===== src/rtl/serial_adder_ctrl.sv =====
// Bit-serial N-bit adder sequencer built around a single 1-bit full-adder cell.
// Operands are captured on start, summed LSB first, and the result is published with a done pulse.

module fuladder (
  input  logic a,
  input  logic b,
  input  logic ci,
  output logic s,
  output logic co
);
  assign s  = a ^ b ^ ci;
  assign co = (a & b) | (ci & (a ^ b));
endmodule

module serial_adder_ctrl #(
  parameter int WIDTH = 8
) (
  input  logic             clk,
  input  logic             rst_n,
  input  logic             start,
  input  logic [WIDTH-1:0] a_in,
  input  logic [WIDTH-1:0] b_in,
  input  logic             cin,
  output logic             busy,
  output logic             done,
  output logic [WIDTH-1:0] sum_out,
  output logic             cout
);

  localparam int            CW       = $clog2(WIDTH) + 1;
  localparam logic [CW-1:0] CNT_ZERO = CW'(0);
  localparam logic [CW-1:0] CNT_ONE  = CW'(1);
  localparam logic [CW-1:0] CNT_LAST = CW'(WIDTH - 1);

  typedef enum logic [1:0] {
    IDLE = 2'd0,
    RUN  = 2'd1,
    DONE = 2'd2
  } state_t;

  state_t           state_q, state_d;
  logic [WIDTH-1:0] a_sh_q, a_sh_d;
  logic [WIDTH-1:0] b_sh_q, b_sh_d;
  logic [WIDTH-1:0] s_sh_q, s_sh_d;
  logic             carry_q, carry_d;
  logic [CW-1:0]    cnt_q, cnt_d;
  logic             busy_q, busy_d;
  logic             done_q, done_d;
  logic [WIDTH-1:0] sum_q, sum_d;
  logic             cout_q, cout_d;
  logic             fa_sum_s, fa_carry_s;

  fuladder u_fa (
    .a  (a_sh_q[0]),
    .b  (b_sh_q[0]),
    .ci (carry_q),
    .s  (fa_sum_s),
    .co (fa_carry_s)
  );

  // Next-state and datapath control; a job may be accepted from IDLE or straight out of DONE.
  always_comb begin
    state_d = state_q;
    a_sh_d  = a_sh_q;
    b_sh_d  = b_sh_q;
    s_sh_d  = s_sh_q;
    carry_d = carry_q;
    cnt_d   = cnt_q;
    busy_d  = busy_q;
    done_d  = 1'b0;
    sum_d   = sum_q;
    cout_d  = cout_q;
    case (state_q)
      IDLE, DONE: begin
        if (start) begin
          a_sh_d  = a_in;
          b_sh_d  = b_in;
          carry_d = cin;
          cnt_d   = CNT_ZERO;
          busy_d  = 1'b1;
          state_d = RUN;
        end else begin
          busy_d  = 1'b0;
          state_d = IDLE;
        end
      end
      RUN: begin
        a_sh_d = a_sh_q >> 1'b1;
        b_sh_d = b_sh_q >> 1'b1;
        // Sum bits enter at the MSB so that after WIDTH shifts bit 0 sits at position 0.
        s_sh_d            = s_sh_q >> 1'b1;
        s_sh_d[WIDTH-1]   = fa_sum_s;
        carry_d           = fa_carry_s;
        if (cnt_q == CNT_LAST) begin
          cnt_d   = CNT_ZERO;
          sum_d   = s_sh_d;
          cout_d  = fa_carry_s;
          done_d  = 1'b1;
          busy_d  = 1'b0;
          state_d = DONE;
        end else begin
          cnt_d   = cnt_q + CNT_ONE;
          state_d = RUN;
        end
      end
      default: begin
        busy_d  = 1'b0;
        state_d = IDLE;
      end
    endcase
  end

  // State and datapath registers.
  always_ff @(posedge clk or negedge rst_n) begin
    if (!rst_n) begin
      state_q <= IDLE;
      a_sh_q  <= '0;
      b_sh_q  <= '0;
      s_sh_q  <= '0;
      carry_q <= 1'b0;
      cnt_q   <= CNT_ZERO;
      busy_q  <= 1'b0;
      done_q  <= 1'b0;
      sum_q   <= '0;
      cout_q  <= 1'b0;
    end else begin
      state_q <= state_d;
      a_sh_q  <= a_sh_d;
      b_sh_q  <= b_sh_d;
      s_sh_q  <= s_sh_d;
      carry_q <= carry_d;
      cnt_q   <= cnt_d;
      busy_q  <= busy_d;
      done_q  <= done_d;
      sum_q   <= sum_d;
      cout_q  <= cout_d;
    end
  end

  assign busy    = busy_q;
  assign done    = done_q;
  assign sum_out = sum_q;
  assign cout    = cout_q;

endmodule


===== config.mk =====
export PLATFORM = sky130hd
export DESIGN_NAME = serial_adder_ctrl
export DESIGN_NICKNAME = d
export VERILOG_FILES = /design/src/rtl/serial_adder_ctrl.sv
export SDC_FILE = /design/constraint.sdc
export NUM_CORES = 1
export LEC_CHECK = 0
export ABC_CLOCK_PERIOD_IN_PS = 2200
export CAP_MARGIN = 10
export CELL_PAD_IN_SITES_DETAIL_PLACEMENT = 0
export CELL_PAD_IN_SITES_GLOBAL_PLACEMENT = 1
export CORE_MARGIN = 10
export CORE_UTILIZATION = 39
export DETAILED_ROUTE_END_ITERATION = 10
export GPL_ROUTABILITY_DRIVEN = 0
export PLACE_DENSITY_LB_ADDON = 0.1
export SYNTH_ARGS = -nofsm -noshare
export SYNTH_HDL_FRONTEND = slang
export SYNTH_SLANG_ARGS = --single-unit

===== constraint.sdc =====
create_clock -name clk -period 2.2 [get_ports clk]
set_clock_uncertainty 0.15 [all_clocks]
set_input_delay 0.33 -clock clk [delete_from_list [all_inputs] [get_ports clk]]
set_output_delay 0.33 -clock clk [all_outputs]
set_load 0.01 [all_outputs]

==> impl_results.md <==
- Status: finished, final reports clean
- WP buf/inv: 0
- Post-route cell area: 2140 um^2
- Synth Warn #: 0
- Worst slew pin tran: 714 ps
- Final min period: 1810 ps
- Bufs on Longest Clock Path: 2
- Hold Path End: s_sh_q[1]
- Final setup fails: 0
- Clock sink count: 41
- Register area share after synthesis: 59.9%
- Detailed Place HPWL: 2410 um
- RSZ-0062 raised after global routing: false
- Maxcap violations: 0
- Worst Path Max Fanout: 10
- CTS tree: done
- Sw Ratio: 36.2%
- Post-Syn Area per Cell: 10.3 um^2
- Total Nets Final: 221
- Port Buffer Count: 30
- First-pass GRT wire length: 6240 um
- Slowest CP cell: dfrtp_1
- Slew Viols, Final: 0
- Vias per inst: 5.06
- GR Util All Layers: 10.2%
- Hold Slack: 340 ps
- Compound-Gate Fraction of Synth Area: 8.39%
- Worst setup SP type: register
- Root Driver: clkbuf_8
- R2R depth: 4
- Netlist cell types: 24
- TritonCTS Buffers: 5
- Largest family of logic cells by synthesized area: simple AND/OR/NAND/NOR gates
- R2R Path End: cout
- Post-Syn Area: 1710 um^2
- Crit Reg-Reg Startpoint: cnt_q[0]
- DR WL/cell: 14.3 um
- Simple-gate share of the synthesized area: 19.6%
- Number of synthesized register bits: 41
- Clock network power share: 15.1%
- Detailed Route Iter0 Violations: 86
- Share of total power in combinational logic: 40.3%
- Die W: 86.3 um
- Class of the most critical setup path: reg -> reg
- Hold buffer count at cts: 1
- Core Region: 4290 um^2
- Clock-pin slew on the worst setup and hold paths: 70 ps
- Setup repair bufs after CTS: 0
- Initial antenna violation count: 0
- CP endpoint kind: register
- Placed Instance Area: 2050 um^2
- Slew margin rel.: 52.4%
- R2r setup slk: 390 ps
- Die Span Y: 86.3 um
- Pin count of the biggest net entering global routing: 42
- Hold Crit Class: reg -> reg
- First-pass DRT Iterations: 4
- Hold path cells: 2
- Peak Freq: 554 MHz
- Area Overhead vs Synth: 24.7%
- Critical Path Max Stage Delay: 400 ps
- Post-synthesis adder-cell area fraction: 1.90%
- DP Cell Count: 243
- Crit path max-delay family: simple AND/OR/NAND/NOR gates
- Critical path, cell by cell: ha_1 > nand2_1 > nor3_4 > mux2_2
- Die area: 7450 um^2
- Hold Crit Start: s_sh_q[1]
- Mapped Cells: 167
- Layout cells sized above 1: 11.1%
- DRC viols: 0
- Via Count: 1265
- Final hold viol count: 0
- Internal Power: 1.88 mW
- # diodes: 0
- Worst EP required: 2220 ps
- Ports: 31
- Num rows: 24
- Vias in the first global route: 1279
- Clock Latency Late Sink: 280 ps
- Final cell count without fillers: 250
- TNS Setup: 0 ps
- CP Launch Point: cnt_q[0]
- Pwr/cell area: 1380 nW/um^2
- VDD IR max: 0.478 mV
- Tcrit/Tclk final: 82.1%
- Leakage power: 0.966 nW
- Fraction of synthesized area in multiplexers: 7.15%
- Routed Antenna Nets: 0
- Final wirelength: 3570 um
- Fill cells: 396
- Initial Utilization: 39.9%
- Reg power frac: 44.6%
- WP data arrival: 1830 ps
- NetSw: 1.07 mW
- Post-synth net total: 189
- H-tree depth: 2
- Gr ovfl total: 0
- Synth Area in XOR/XNOR: 0%
- PostCTS Resize Cnt: 0
==> cell usage in the layout, fill, tap and decap left out, types with 2 or more instances in the layout <==
cell type and n:
nand2_1 54, clkbuf_8 5, nand2b_1 2, buf_4 4
clkdlybuf4s50_1 29, a22o_1 3, mux2_2 10, a31oi_1 15
dfrtp_1 41, nor2_1 16, o21ai_0 3, nand3_1 2
==> worst max-delay path by stage <==
stage	end	slack (ps)	cells after the start
floorplan	cout	610	4
global placement	a_sh_q[6]	400	4
detailed placement	a_sh_q[4]	360	4
CTS	sum_out[7]	360	4
global route	sum_out[7]	270	4
finish	cout	390	4
==> cells by family (layout without fill, tap and decap cells) <==
logic type      count (synthesis)  after routing
simple gates                   80             80
buf+inv                        11             42
flops                          41             41
fa+ha+maj                       2              2
mux                            11             11
compound gates                 22             22
==> power by group through the flow <==
stage / Clock (mW) / Sequential (mW) / Combinational, mW
after floorplan: 0 / 1.32 / 0.792
after global placement: 0 / 1.31 / 1.17
after detailed placement: 0 / 1.33 / 1.20
after CTS: 0.466 / 1.32 / 1.21
after global routing: 0.497 / 1.36 / 1.36
final: 0.446 / 1.31 / 1.19
==> worst register-to-register path, stage by stage, from the launching register on <==
cell	delay (ps)
dfrtp_1	400
ha_1	210
nand2_1	140
nor3_4	400
mux2_2	390
==> area by class of cell <==
cell class	instances	area, um^2	area share, %
flip-flops and latches	41	1030	48.0
inverters	1	3.75	0.176
clock inverters	1	5.00	0.234
multi-input cells	115	634	29.7
well taps	52	65.1	3.04
repair buffers	35	335	15.7
clock buffers	5	68.8	3.22
==> layer usage <==
layer  vias up  global-route usage (%)  part of all wire (%)
li1        617                       -                     -
met1       609                    12.2                    45
met2        37                    16.4                    48
met3         2                    4.32                   6.0
met4         0                    3.09                  0.56
met5         -                       0                     0
==> state kept, by name, indices dropped and copies added, names as in the netlist <==
name     cells
a_sh_q       8
b_sh_q       8
busy         1
carry_q      1
cnt_q        4
cout         1
done         1
s_sh_q       7
state_q      2
sum_out      8
==> cell usage after synthesis <==
cell       n  area, um^2
a211o_1    1        8.76
a22o_1     3        26.3
a31oi_1   15        93.8
and2b_1    1        7.51
and3_1     1        6.26
buf_1      2        7.51
buf_2      4        20.0
buf_6      1        11.3
clkbuf_1   3        11.3
dfrtp_1   41        1030
fa_1       1        20.0
ha_1       1        12.5
inv_1      1        3.75
mux2_2    10         113
mux2i_1    1        10.0
nand2_1   54         203
nand2b_1   2        12.5
nand3_1    2        10.0
nor2_1    16        60.1
nor2b_1    1        6.26
nor3_1     1        5.00
nor3_4     1        16.3
nor4b_1    1        8.76
o21ai_0    3        15.0
==> stage by stage <==
step                      util, %  power, mW  setup slack [ps]
final                        49.8       2.95               394
after global routing         49.8       3.22               270
after CTS                    49.8       2.99               361
after detailed placement     47.8       2.53               365
after global placement       47.8       2.49               399
after floorplan                 -       2.12               606
No activity file was read; power rests on OpenSTA's default activity.
